<file path="src/rtl/mac_seq_ctrl_if.sv">
// Bundle of job control, operand stream, MAC connection and result handshake
// for the int8 MAC sequencer.
interface mac_seq_ctrl_if #(
    parameter int LEN_W = 8,
    parameter int ACC_W = 32
);
    logic             start;
    logic [LEN_W-1:0] len;
    logic             abort;
    logic             busy;

    logic             in_valid;
    logic             in_ready;
    logic [7:0]       in_a;
    logic [7:0]       in_b;

    logic [7:0]       mac_a;
    logic [7:0]       mac_b;
    logic             mac_clear;
    logic [ACC_W-1:0] mac_acc;

    logic             res_valid;
    logic             res_ready;
    logic [ACC_W-1:0] res_data;

    // The environment side: operand fetch, MAC instance and result consumer.
    modport master (
        output start, len, abort, in_valid, in_a, in_b, mac_acc, res_ready,
        input  busy, in_ready, mac_a, mac_b, mac_clear, res_valid, res_data
    );

    modport slave (
        input  start, len, abort, in_valid, in_a, in_b, mac_acc, res_ready,
        output busy, in_ready, mac_a, mac_b, mac_clear, res_valid, res_data
    );
endinterface

</file>
<file path="src/rtl/mac_seq_ctrl.sv">
// Job sequencer for one int8 MAC: clear, stream N operand pairs, wait out the
// MAC register stage, then hold the dot-product result until it is taken.
module mac_seq_ctrl #(
    parameter int LEN_W = 8,
    parameter int ACC_W = 32
) (
    input  logic           clk,
    input  logic           rst,
    mac_seq_ctrl_if.slave  bus
);
    typedef enum logic [2:0] {IDLE, CLEAR, RUN, DRAIN, DONE} state_t;

    state_t           state;
    state_t           state_nx;
    logic [LEN_W-1:0] len_q;
    logic [LEN_W-1:0] cnt;
    logic [ACC_W-1:0] res_q;

    logic             fire;
    logic             busy_c;
    logic             in_ready_c;
    logic             mac_clear_c;
    logic             res_valid_c;
    logic [7:0]       mac_a_c;
    logic [7:0]       mac_b_c;

    always_ff @(posedge clk or posedge rst) begin
        if (rst) begin
            state <= IDLE;
        end else begin
            state <= state_nx;
        end
    end

    // Abort outranks every other transition outside IDLE; operands reach the
    // MAC only on a fire so gap cycles leave the accumulator untouched.
    always_comb begin
        state_nx    = state;
        busy_c      = 1'b1;
        in_ready_c  = 1'b0;
        mac_clear_c = 1'b0;
        res_valid_c = 1'b0;
        fire        = 1'b0;
        mac_a_c     = 8'd0;
        mac_b_c     = 8'd0;
        case (state)
            IDLE: begin
                busy_c      = 1'b0;
                mac_clear_c = 1'b1;
                if (bus.start) begin
                    state_nx = CLEAR;
                end
            end
            CLEAR: begin
                mac_clear_c = 1'b1;
                if (bus.abort) begin
                    state_nx = IDLE;
                end else if (len_q != '0) begin
                    state_nx = RUN;
                end else begin
                    state_nx = DRAIN;
                end
            end
            RUN: begin
                in_ready_c = 1'b1;
                fire       = bus.in_valid;
                if (fire) begin
                    mac_a_c = bus.in_a;
                    mac_b_c = bus.in_b;
                end
                if (bus.abort) begin
                    state_nx = IDLE;
                end else if (fire && (cnt == len_q - LEN_W'(1))) begin
                    state_nx = DRAIN;
                end
            end
            DRAIN: begin
                state_nx = bus.abort ? IDLE : DONE;
            end
            DONE: begin
                res_valid_c = 1'b1;
                if (bus.abort || bus.res_ready) begin
                    state_nx = IDLE;
                end
            end
            default: begin
                state_nx = IDLE;
            end
        endcase
    end

    // The MAC output settles one edge after the last fire, so DRAIN is the
    // cycle in which the accumulator holds the complete sum.
    always_ff @(posedge clk or posedge rst) begin
        if (rst) begin
            len_q <= '0;
            cnt   <= '0;
            res_q <= '0;
        end else begin
            if (state == IDLE && bus.start) begin
                len_q <= bus.len;
            end
            if (state == CLEAR) begin
                cnt <= '0;
            end else if (fire) begin
                cnt <= cnt + LEN_W'(1);
            end
            if (state == DRAIN && !bus.abort) begin
                res_q <= bus.mac_acc;
            end
        end
    end

    assign bus.busy      = busy_c;
    assign bus.in_ready  = in_ready_c;
    assign bus.mac_clear = mac_clear_c;
    assign bus.mac_a     = mac_a_c;
    assign bus.mac_b     = mac_b_c;
    assign bus.res_valid = res_valid_c;
    assign bus.res_data  = res_q;
endmodule
</file>
<file path="src/flat_wrapper.sv">
// flat-port wrapper written by rule: the top's interface ports become plain ports
module mac_seq_ctrl_flat 
#(
    parameter int LEN_W = 8,
    parameter int ACC_W = 32
)
  (clk, rst, bus_start, bus_len, bus_abort, bus_in_valid, bus_in_a, bus_in_b, bus_mac_acc, bus_res_ready, bus_busy, bus_in_ready, bus_mac_a, bus_mac_b, bus_mac_clear, bus_res_valid, bus_res_data);
  mac_seq_ctrl_if #(.LEN_W(LEN_W), .ACC_W(ACC_W)) bus_i ();
  input  logic clk;
  input  logic rst;
  input wire logic [$bits(bus_i.start)-1:0] bus_start;
  input wire logic [$bits(bus_i.len)-1:0] bus_len;
  input wire logic [$bits(bus_i.abort)-1:0] bus_abort;
  input wire logic [$bits(bus_i.in_valid)-1:0] bus_in_valid;
  input wire logic [$bits(bus_i.in_a)-1:0] bus_in_a;
  input wire logic [$bits(bus_i.in_b)-1:0] bus_in_b;
  input wire logic [$bits(bus_i.mac_acc)-1:0] bus_mac_acc;
  input wire logic [$bits(bus_i.res_ready)-1:0] bus_res_ready;
  output wire logic [$bits(bus_i.busy)-1:0] bus_busy;
  output wire logic [$bits(bus_i.in_ready)-1:0] bus_in_ready;
  output wire logic [$bits(bus_i.mac_a)-1:0] bus_mac_a;
  output wire logic [$bits(bus_i.mac_b)-1:0] bus_mac_b;
  output wire logic [$bits(bus_i.mac_clear)-1:0] bus_mac_clear;
  output wire logic [$bits(bus_i.res_valid)-1:0] bus_res_valid;
  output wire logic [$bits(bus_i.res_data)-1:0] bus_res_data;
  assign bus_i.start = bus_start;
  assign bus_i.len = bus_len;
  assign bus_i.abort = bus_abort;
  assign bus_i.in_valid = bus_in_valid;
  assign bus_i.in_a = bus_in_a;
  assign bus_i.in_b = bus_in_b;
  assign bus_i.mac_acc = bus_mac_acc;
  assign bus_i.res_ready = bus_res_ready;
  assign bus_busy = bus_i.busy;
  assign bus_in_ready = bus_i.in_ready;
  assign bus_mac_a = bus_i.mac_a;
  assign bus_mac_b = bus_i.mac_b;
  assign bus_mac_clear = bus_i.mac_clear;
  assign bus_res_valid = bus_i.res_valid;
  assign bus_res_data = bus_i.res_data;
  mac_seq_ctrl #(.LEN_W(LEN_W), .ACC_W(ACC_W)) u_core (.clk(clk), .rst(rst), .bus(bus_i));
endmodule
</file>
<file path="config.mk">
export PLATFORM = sky130hd
export DESIGN_NAME = mac_seq_ctrl_flat
export DESIGN_NICKNAME = d
export VERILOG_FILES = /design/src/rtl/mac_seq_ctrl_if.sv /design/src/rtl/mac_seq_ctrl.sv /design/src/flat_wrapper.sv
export SDC_FILE = /design/constraint.sdc
export NUM_CORES = 1
export LEC_CHECK = 0
export ABC_AREA = 1
export CELL_PAD_IN_SITES_DETAIL_PLACEMENT = 0
export CELL_PAD_IN_SITES_GLOBAL_PLACEMENT = 1
export CORE_UTILIZATION = 27
export CTS_CLUSTER_DIAMETER = 80
export DETAILED_ROUTE_END_ITERATION = 10
export PLACE_DENSITY = 0.82
export RECOVER_POWER = 100
export SETUP_SLACK_MARGIN = 0.2
export SYNTH_ARGS = -nofsm -noshare
export SYNTH_HDL_FRONTEND = slang
export SYNTH_SLANG_ARGS = --single-unit
</file>
<file path="constraint.sdc">
create_clock -name clk -period 1.5 [get_ports clk]
set_input_delay 0.225 -clock clk [delete_from_list [all_inputs] [get_ports clk]]
set_output_delay 0.225 -clock clk [all_outputs]
set_load 0.01 [all_outputs]
</file>
==> flow_summary.ini, run 1 <==
[cells_and_area]
nets = 493
syn_to_final_growth_pct = 84.3
drive_gt1_frac = 0.360
utilization = 0.515
design_area_um2 = 4760
n_antenna_cell = 0

[synth]
yosys-top-cells-count = nand2_1 (63), dfrtp_1 (51), nor2_1 (47)
synth_cells = 278
yosys.cell_count.top_type = nand2_1
ys_seq_area_frac = 0.494
netlist.area_leader.share = 0.494
synthTopCellsByArea = dfrtp_1 (49%), mux2_2 (15%), nand2_1 (9.2%), nor2_1 (6.8%), inv_1 (3.5%)
syn_area_um2 = 2580
ys_async_sr_fraction = 1.00
avgSynthCellArea_um2 = 9.28
synth_edf_count = 0
ys_seq_elements = 51
yosysUniqueCellTypes = 26
syn_nets = 342
synth_warnings = 0
ys.flop_type = dfrtp_1
yosysTopAreaCell = dfrtp_1

[floorplan]
coreArea_um2 = 9240
top_level_ports = 114
rows = 35
initial_core_util = 0.279
die_y_um = 99.8
die_x_um = 99.8
dieArea_um2 = 9960

[flow_run]
maxCapViolCount = 0

[power]
swShare = 0.370
cellLeakagePower_nw = 2.30
p_sw_mw = 2.67
power.internal_mw = 4.53
power_density_nw_per_um2 = 1510
seq_power_share = 0.321
p_comb_frac = 0.559
report.power.total_mw = 7.20
p_clk_frac = 0.119
ir_drop_mv = 0.919

[worst_setup_path]
path_class = reg2out
crit_end = bus_mac_a[2]
path_max_fanout = 4
reg2reg_slack_ns = -0.13
start_kind = flip-flop
end_kind = primary output
cp.arrival_ns = 1.42
cp_data_required_time_ns = 1.27
rr_worst_depth = 8
r2r_start = u_core.state[2]$_DFFE_PP0P_
startpoint = u_core.state[2]$_DFFE_PP0P_
r2r-end = u_core.bus.res_data[31]$_DFFE_PP0P_

[timing]
maxSlewHeadroom = 0.600
final-setup-viol-count = 53
slew_viol_final = 0
setup_ws_ns = -0.143
clock.fmax_mhz = 609
worst_slew_pin_slew_ns = 0.597
hold_viol = 0
finalCritPeriodShare = 1.10
period_needed_ns = 1.64
finalClockSkew_ns = 0.0154
finalSetupTns_ns = -4.66
grt_setup_unrepaired = true

[detailed_routing]
viasPerCell = 4.39
ant_nets = 0
dr.first_iter.drc_count = 81
wl_per_cell_um = 13.7
dr.pass1.iters = 4
drc_errors = 0
finalWirelength_um = 7670
vias = 2454

[global_route]
grt_overflow = 0
grt_pass1_vias = 2465
grt_first_pass_wirelength_um = 11700
grtUsageTotal = 0.147
antenna_found_initial = 0
grt_max_degree = 21

[place]
gp_congestion = 0.773
dpl.hpwl_um = 5160
port_buffers = 113
dpl_cell_area_um2 = 4030
pre_cts_slack_ns = -0.349

[clock_network]
cts_inserted_buffers = 5
clock_latency_ns = 0.32
cts_tree = built
cts.sinks = 51
htree_levels = 2
clk_pin_slew_worst_paths_ns = 0.11
cts_root_buffer = clkbuf_8
clockBufferDepth = 2
ctsHoldBuffers = 0

[status]
status = finished with violations
violations = setup timing

[worst_hold_path]
hold_path_class = in2async
==> placed cells by master, fill, tap and decap left out, types with 4 or more instances in the layout <==
cell              n
buf_12            5
a21oi_1           5
nand2_2           4
dfrtp_1          51
dlygate4sd2_1    32
a21oi_2           5
mux2_4           29
mux2_2            5
nand3_1          12
buf_6            32
nor2_1           24
buf_16            4
inv_1            19
inv_2             6
buf_4            10
nor2_2            4
clkbuf_8          5
clkdlybuf4s50_1  60
nor2_4           20
nand2_1          59
==> area by class of cell <==
type | instances | area (um^2)
clock buffer | 5 | 68.8
clock inverter | 3 | 27.5
fill | 823 | 4480
inverter | 27 | 108
multi-input combinational | 191 | 1490
sequential | 51 | 1280
tap | 129 | 161
timing repair buffer | 153 | 1630
==> metal layers <==
| layer | part of all wire | track usage | wire length, um |
|---|---|---|---|
| met1 | 0.39 | 0.172 | 3020 |
| met2 | 0.51 | 0.251 | 3940 |
| met3 | 0.083 | 0.0613 | 639 |
| met4 | 0.0094 | 0.0362 | 72 |
| met5 | 0 | 0 | 0 |
==> sequential cells by signal, summed over array words and instances, names as in the netlist <==
signal               count
u_core.bus.res_data     32
u_core.cnt               8
u_core.state             3
u_core.len_q             8
==> timing repair <==
action	CTS	global route
setup endpoints to repair	99	68
setup buffers	2	11
resized for setup	165	84
pin swaps	2	6
endpoints found under the hold margin	0	0
gates cloned	4	4
==> critical path: stages, from the launching register on <==
cell       delay, ns
dfrtp_1         0.41
inv_2           0.08
nand3_4         0.12
buf_4           0.17
clkbuf_16       0.15
nor2_4          0.08
buf_6           0.10
==> cells by family (layout without fill, tap and decap cells) <==
| family | after synthesis | in the layout | synth area share |
|---|---|---|---|
| simple gates | 136 | 136 | 0.241 |
| xor+xnor | 2 | 2 | 0.00679 |
| mux | 34 | 34 | 0.148 |
| buf+inv | 36 | 188 | 0.0664 |
| fa+ha+maj | 2 | 2 | 0.00969 |
| compound gates | 17 | 17 | 0.0330 |
| flops | 51 | 51 | 0.494 |
==> how the worst min path moves through the flow <==
stage | startpoint | to | slack (ns) | cells past startpoint
floorplan | rst | u_core.bus.res_data[0]$_DFFE_PP0P_ | 0.27 | 1
finish | rst | u_core.bus.res_data[1]$_DFFE_PP0P_ | 0.38 | 2
global route | rst | u_core.bus.res_data[1]$_DFFE_PP0P_ | 0.43 | 2
detailed placement | u_core.bus.res_data[13]$_DFFE_PP0P_ | u_core.bus.res_data[13]$_DFFE_PP0P_ | 0.49 | 1
global placement | u_core.bus.res_data[4]$_DFFE_PP0P_ | u_core.bus.res_data[4]$_DFFE_PP0P_ | 0.49 | 1
CTS | rst | u_core.bus.res_data[1]$_DFFE_PP0P_ | 0.23 | 2
==> power groups by stage <==
stage	Combinational [mW]	Clock, mW	Sequential (mW)
2_1_floorplan	1.40	0	2.48
4_1_cts	3.40	0.882	2.31
3_3_place_gp	3.23	0	2.30
3_5_place_dp	3.27	0	2.33
5_1_grt	4.34	0.938	2.39
6_report	4.03	0.859	2.32
==> stage by stage <==
stage	instances	hold WS (ns)
after floorplan	278	0.274
after global placement	530	0.486
after detailed placement	530	0.492
after CTS	544	0.227
after global routing	559	0.431
final	559	0.379
(Power assumes the default switching activity.)
==> inputs of run 2 (changes only) <==
--- a/config.mk
+++ b/config.mk
@@ -8,6 +8,7 @@
 export ABC_AREA = 1
 export CELL_PAD_IN_SITES_DETAIL_PLACEMENT = 0
 export CELL_PAD_IN_SITES_GLOBAL_PLACEMENT = 1
+export CORE_MARGIN = 2
 export CORE_UTILIZATION = 27
 export CTS_CLUSTER_DIAMETER = 80
 export DETAILED_ROUTE_END_ITERATION = 10
==> flow_summary.ini, run 2 (same netlist as run 1, synthesis figures left out) <==
[status]
status = finished with violations
violations = setup timing

[clock_network]
cts_root_buffer = clkbuf_8
ctsHoldBuffers = 0
clk_pin_slew_worst_paths_ns = 0.09
cts_tree = built
cts.sinks = 51
clock_latency_ns = 0.31
cts_inserted_buffers = 5
htree_levels = 2
clockBufferDepth = 2

[timing]
hold_viol = 0
hold_ws_ns = 0.495
period_needed_ns = 1.59
clock.fmax_mhz = 627
maxSlewHeadroom = 0.493
worst_slew_pin_slew_ns = 0.761
finalClockSkew_ns = 0.0106
final-setup-viol-count = 31
setup_ws_ns = -0.0941
finalSetupTns_ns = -1.24
finalCritPeriodShare = 1.06
slew_viol_final = 0
grt_setup_unrepaired = true

[power]
power_density_nw_per_um2 = 1550
ir_drop_mv = 0.979
cellLeakagePower_nw = 2.21

[flow_run]
maxCapViolCount = 0

[detailed_routing]
viasPerCell = 4.38
finalWirelength_um = 7520
dr.pass1.iters = 4
wl_per_cell_um = 13.6
drc_errors = 0
vias = 2414
dr.first_iter.drc_count = 101
ant_nets = 0

[worst_hold_path]
hold_depth = 3
hold_path_class = in2reg

[global_route]
grt_first_pass_wirelength_um = 11200
grt_overflow = 0
grt_max_degree = 31
grt_pass1_vias = 2452
antenna_found_initial = 1
grtUsageTotal = 0.137

[floorplan]
dieArea_um2 = 10400
die_y_um = 102
top_level_ports = 114
die_x_um = 102
initial_core_util = 0.279
rows = 35
coreArea_um2 = 9240

[worst_setup_path]
cp_top_family = flip-flops
crit_buf_inv = 3
rr_worst_depth = 10
cp.arrival_ns = 1.37
crit_path_max_incr_delay_ns = 0.42
path_class = reg2out
end_kind = primary output
cp_slowest_cell = dfrtp_1
cp_data_required_time_ns = 1.27
worst-path-stages = 6
path_max_fanout = 3
path_cells = nor2_1 -> inv_1 -> nor2_1 -> inv_2 -> nand2_1 -> buf_2
cpMostUsedCell = nor2_1
start_kind = flip-flop

[cells_and_area]
layout_common_cells = nand2_1 (61), clkdlybuf4s50_1 (60), dfrtp_1 (51)
utilization = 0.477
nets = 484
largest_register_ff_count = 32
drive_gt1_frac = 0.344
syn_to_final_growth_pct = 70.7
layout_commonest_cell = nand2_1

[place]
port_buffers = 113
pre_cts_slack_ns = -0.356
gp_congestion = 0.743
dpl.hpwl_um = 5310
-- run 2: cell types whose count changed in the layout (fill, tap and decap cells not counted), sizes merged --
cell      delta
inv          +1
clkinvlp     -1
diode        +1
buf          -9
-- run 2: worst min-delay path: stages --
cell	delay, ns
clkdlybuf4s50_1	0.40
nor2_1	0.10
a21oi_1	0.05
-- run 2: what timing repair did --
action | CTS | global route
buffers inserted | 3 | 4
gates cloned | 1 | 3
setup endpoints to repair | 100 | 68
resized for setup | 118 | 91
pin swaps | 1 | 4
hold endpoints to repair | 0 | 0
-- run 2: path summary, 6_finish.rpt --
check | startpoint | end | slack [ns]
hold / removal | bus_len[6] | u_core.len_q[6]$_DFFE_PP0P_ | 0.50
max in group asynchronous | rst | u_core.bus.res_data[2]$_DFFE_PP0P_ | 0.39
min in group asynchronous | rst | u_core.bus.res_data[27]$_DFFE_PP0P_ | 0.54
setup / recovery | u_core.state[1]$_DFFE_PP0P_ | bus_mac_clear | -0.09
hold reg to reg | u_core.bus.res_data[25]$_DFFE_PP0P_ | u_core.bus.res_data[25]$_DFFE_PP0P_ | 0.52
setup reg to reg | u_core.state[1]$_DFFE_PP0P_ | u_core.cnt[7]$_DFFE_PP0P_ | -0.09
-- run 2: per-stage QoR --
stage	power [mW]	cells	area, um^2
finish	6.83	551	4410
global route	7.35	551	4410
CTS	6.26	543	4090
detailed placement	5.61	531	4030
global placement	5.54	531	4030
floorplan	3.88	278	2600
-- run 2: cell type report --
cell class	instances	area (um^2)
Multi-Input combinational cell	191	1410
Sequential cell	51	1280
Fill cell	897	4830
Antenna cell	1	2.50
Clock buffer	5	68.8
Tap cell	129	161
Timing Repair Buffer	144	1350
Clock inverter	3	22.5
Inverter	27	108
-- run 2: per-layer routing --
layer  up-vias  part of all wire  global-route usage
met5         -                 0                   0
met4         0            0.0089              0.0301
met3         8             0.095              0.0663
met2        87              0.51               0.230
met1      1149              0.39               0.159
li1       1170                 -                   -
-- run 2: power breakdown --
| part | internal, mW | switching (mW) |
|---|---|---|
| Sequential | 1.95 | 0.378 |
| Combinational | 2.00 | 1.66 |
| Clock | 0.339 | 0.502 |
| Total | 4.29 | 2.54 |
==> inputs of run 3 (changes only) <==
--- a/config.mk
+++ b/config.mk
@@ -8,7 +8,6 @@
 export ABC_AREA = 1
 export CELL_PAD_IN_SITES_DETAIL_PLACEMENT = 0
 export CELL_PAD_IN_SITES_GLOBAL_PLACEMENT = 1
-export CORE_MARGIN = 2
 export CORE_UTILIZATION = 27
 export CTS_CLUSTER_DIAMETER = 80
 export DETAILED_ROUTE_END_ITERATION = 10
==> constraint.sdc (replaced) <==
create_clock -name clk -period 1.5 [get_ports clk]
set_input_delay 0.3 -clock clk [delete_from_list [all_inputs] [get_ports clk]]
set_output_delay 0.3 -clock clk [all_outputs]
set_load 0.01 [all_outputs]
==> flow_summary.ini, run 3 (same netlist as run 1, synthesis figures left out) <==
[global_route]
antenna_found_initial = 0
grt_pass1_vias = 2396
grt_max_degree = 52
grtUsageTotal = 0.136
grt_overflow = 0
grt_first_pass_wirelength_um = 10800

[worst_setup_path]
cp_top_family = buffers and inverters
cp_data_required_time_ns = 1.20
end_kind = primary output
crit_buf_inv = 3
cp_slowest_cell = dfrtp_1
crit_path_max_incr_delay_ns = 0.42
cp.arrival_ns = 1.34
path_class = reg2out
start_kind = flip-flop
path_cells = inv_2 -> nand3_4 -> clkbuf_16 -> nor2_2 -> buf_2
path_max_fanout = 9

[floorplan]
die_x_um = 99.8
dieArea_um2 = 9960
top_level_ports = 114
initial_core_util = 0.279
rows = 35
die_y_um = 99.8
coreArea_um2 = 9240

[power]
cellLeakagePower_nw = 2.14
report.power.total_mw = 7.13
ir_drop_mv = 0.785
power_density_nw_per_um2 = 1550

[cells_and_area]
multi_input_area_um2 = 1380
syn_to_final_growth_pct = 77.8
drive_gt1_frac = 0.364
nFillCells = 872
nets = 489
seqCellArea_um2 = 1280
layout_common_cells = nand2_1 (60), clkdlybuf4s50_1 (59), dfrtp_1 (51)
largest_register_ff_count = 32
utilization = 0.497
n_antenna_cell = 0
layout_commonest_cell = nand2_1

[clock_network]
clk_pin_slew_worst_paths_ns = 0.10
htree_levels = 2
cts_root_buffer = clkbuf_8
cts_tree = built
cts_inserted_buffers = 5
clock_latency_ns = 0.31
clockBufferDepth = 2
ctsHoldBuffers = 0
cts.sinks = 51

[detailed_routing]
dr.first_iter.drc_count = 69
vias = 2383
viasPerCell = 4.29
top_layer = met4
finalWirelength_um = 6920
met3WireLength_um = 525
dr.pass1.iters = 4
wl_met2_um = 3400
wl_met1_um = 2950
ant_nets = 0
drc_errors = 0
wl_per_cell_um = 12.5

[place]
dpl.hpwl_um = 4830
gp_congestion = 0.775
pre_cts_slack_ns = -0.492
port_buffers = 113

[timing]
finalClockSkew_ns = 0.00829
hold_viol = 0
finalSetupTns_ns = -2.41
grt_setup_unrepaired = true
worst_slew_pin_slew_ns = 0.717
finalCritPeriodShare = 1.09
clock.fmax_mhz = 609
slew_viol_final = 0
maxSlewHeadroom = 0.522
setup_ws_ns = -0.142
period_needed_ns = 1.64
final-setup-viol-count = 24

[status]
violations = setup timing
status = finished with violations

[flow_run]
maxCapViolCount = 0

[worst_hold_path]
hold_path_class = reg2reg
-- run 3: cell type report --
| class | count | area share |
|---|---|---|
| Sequential cell | 51 | 0.278 |
| Clock inverter | 2 | 0.00845 |
| Tap cell | 129 | 0.0352 |
| Clock buffer | 6 | 0.0180 |
| Multi-Input combinational cell | 191 | 0.301 |
| Inverter | 27 | 0.0240 |
| Timing Repair Buffer | 149 | 0.335 |
-- run 3: report_power, final --
group / switching (mW) / internal, mW / total (mW)
logic: 1.70 / 2.11 / 3.81
clock network: 0.477 / 0.549 / 1.03
registers: 0.349 / 1.94 / 2.29
-- run 3: final timing paths --
| kind | from | to | slack, ns | cells past startpoint |
|---|---|---|---|---|
| max in group asynchronous | rst | u_core.bus.res_data[19]$_DFFE_PP0P_ | 0.31 | 3 |
| min reg2reg | u_core.bus.res_data[6]$_DFFE_PP0P_ | u_core.bus.res_data[6]$_DFFE_PP0P_ | 0.51 | 1 |
| min | u_core.bus.res_data[6]$_DFFE_PP0P_ | u_core.bus.res_data[6]$_DFFE_PP0P_ | 0.51 | 1 |
| max reg2reg | u_core.state[2]$_DFFE_PP0P_ | u_core.cnt[4]$_DFFE_PP0P_ | -0.11 | 11 |
| min in group asynchronous | rst | u_core.len_q[4]$_DFFE_PP0P_ | 0.71 | 3 |
| max | u_core.state[2]$_DFFE_PP0P_ | bus_mac_a[6] | -0.14 | 5 |
-- run 3: through the flow --
step,instances,area [um^2],hold slack [ns]
after global routing,555,4590,0.520
after CTS,545,4220,0.407
after detailed placement,531,4060,0.493
after floorplan,278,2630,0.349
final,555,4590,0.505
after global placement,531,4060,0.486
-- run 3: timing repair --
| item | CTS | global route |
|---|---|---|
| setup buffers | 3 | 6 |
| endpoints found under the setup margin | 101 | 92 |
| gates resized for setup | 142 | 84 |
| gates cloned | 3 | 4 |
| pin swaps | 1 | 3 |
-- run 3: metal layers --
| layer | vias up | GRT usage |
|---|---|---|
| met5 | - | 0 |
| met3 | 4 | 0.0411 |
| met2 | 77 | 0.239 |
| met4 | 0 | 0.0305 |
| met1 | 1126 | 0.164 |
| li1 | 1176 | - |
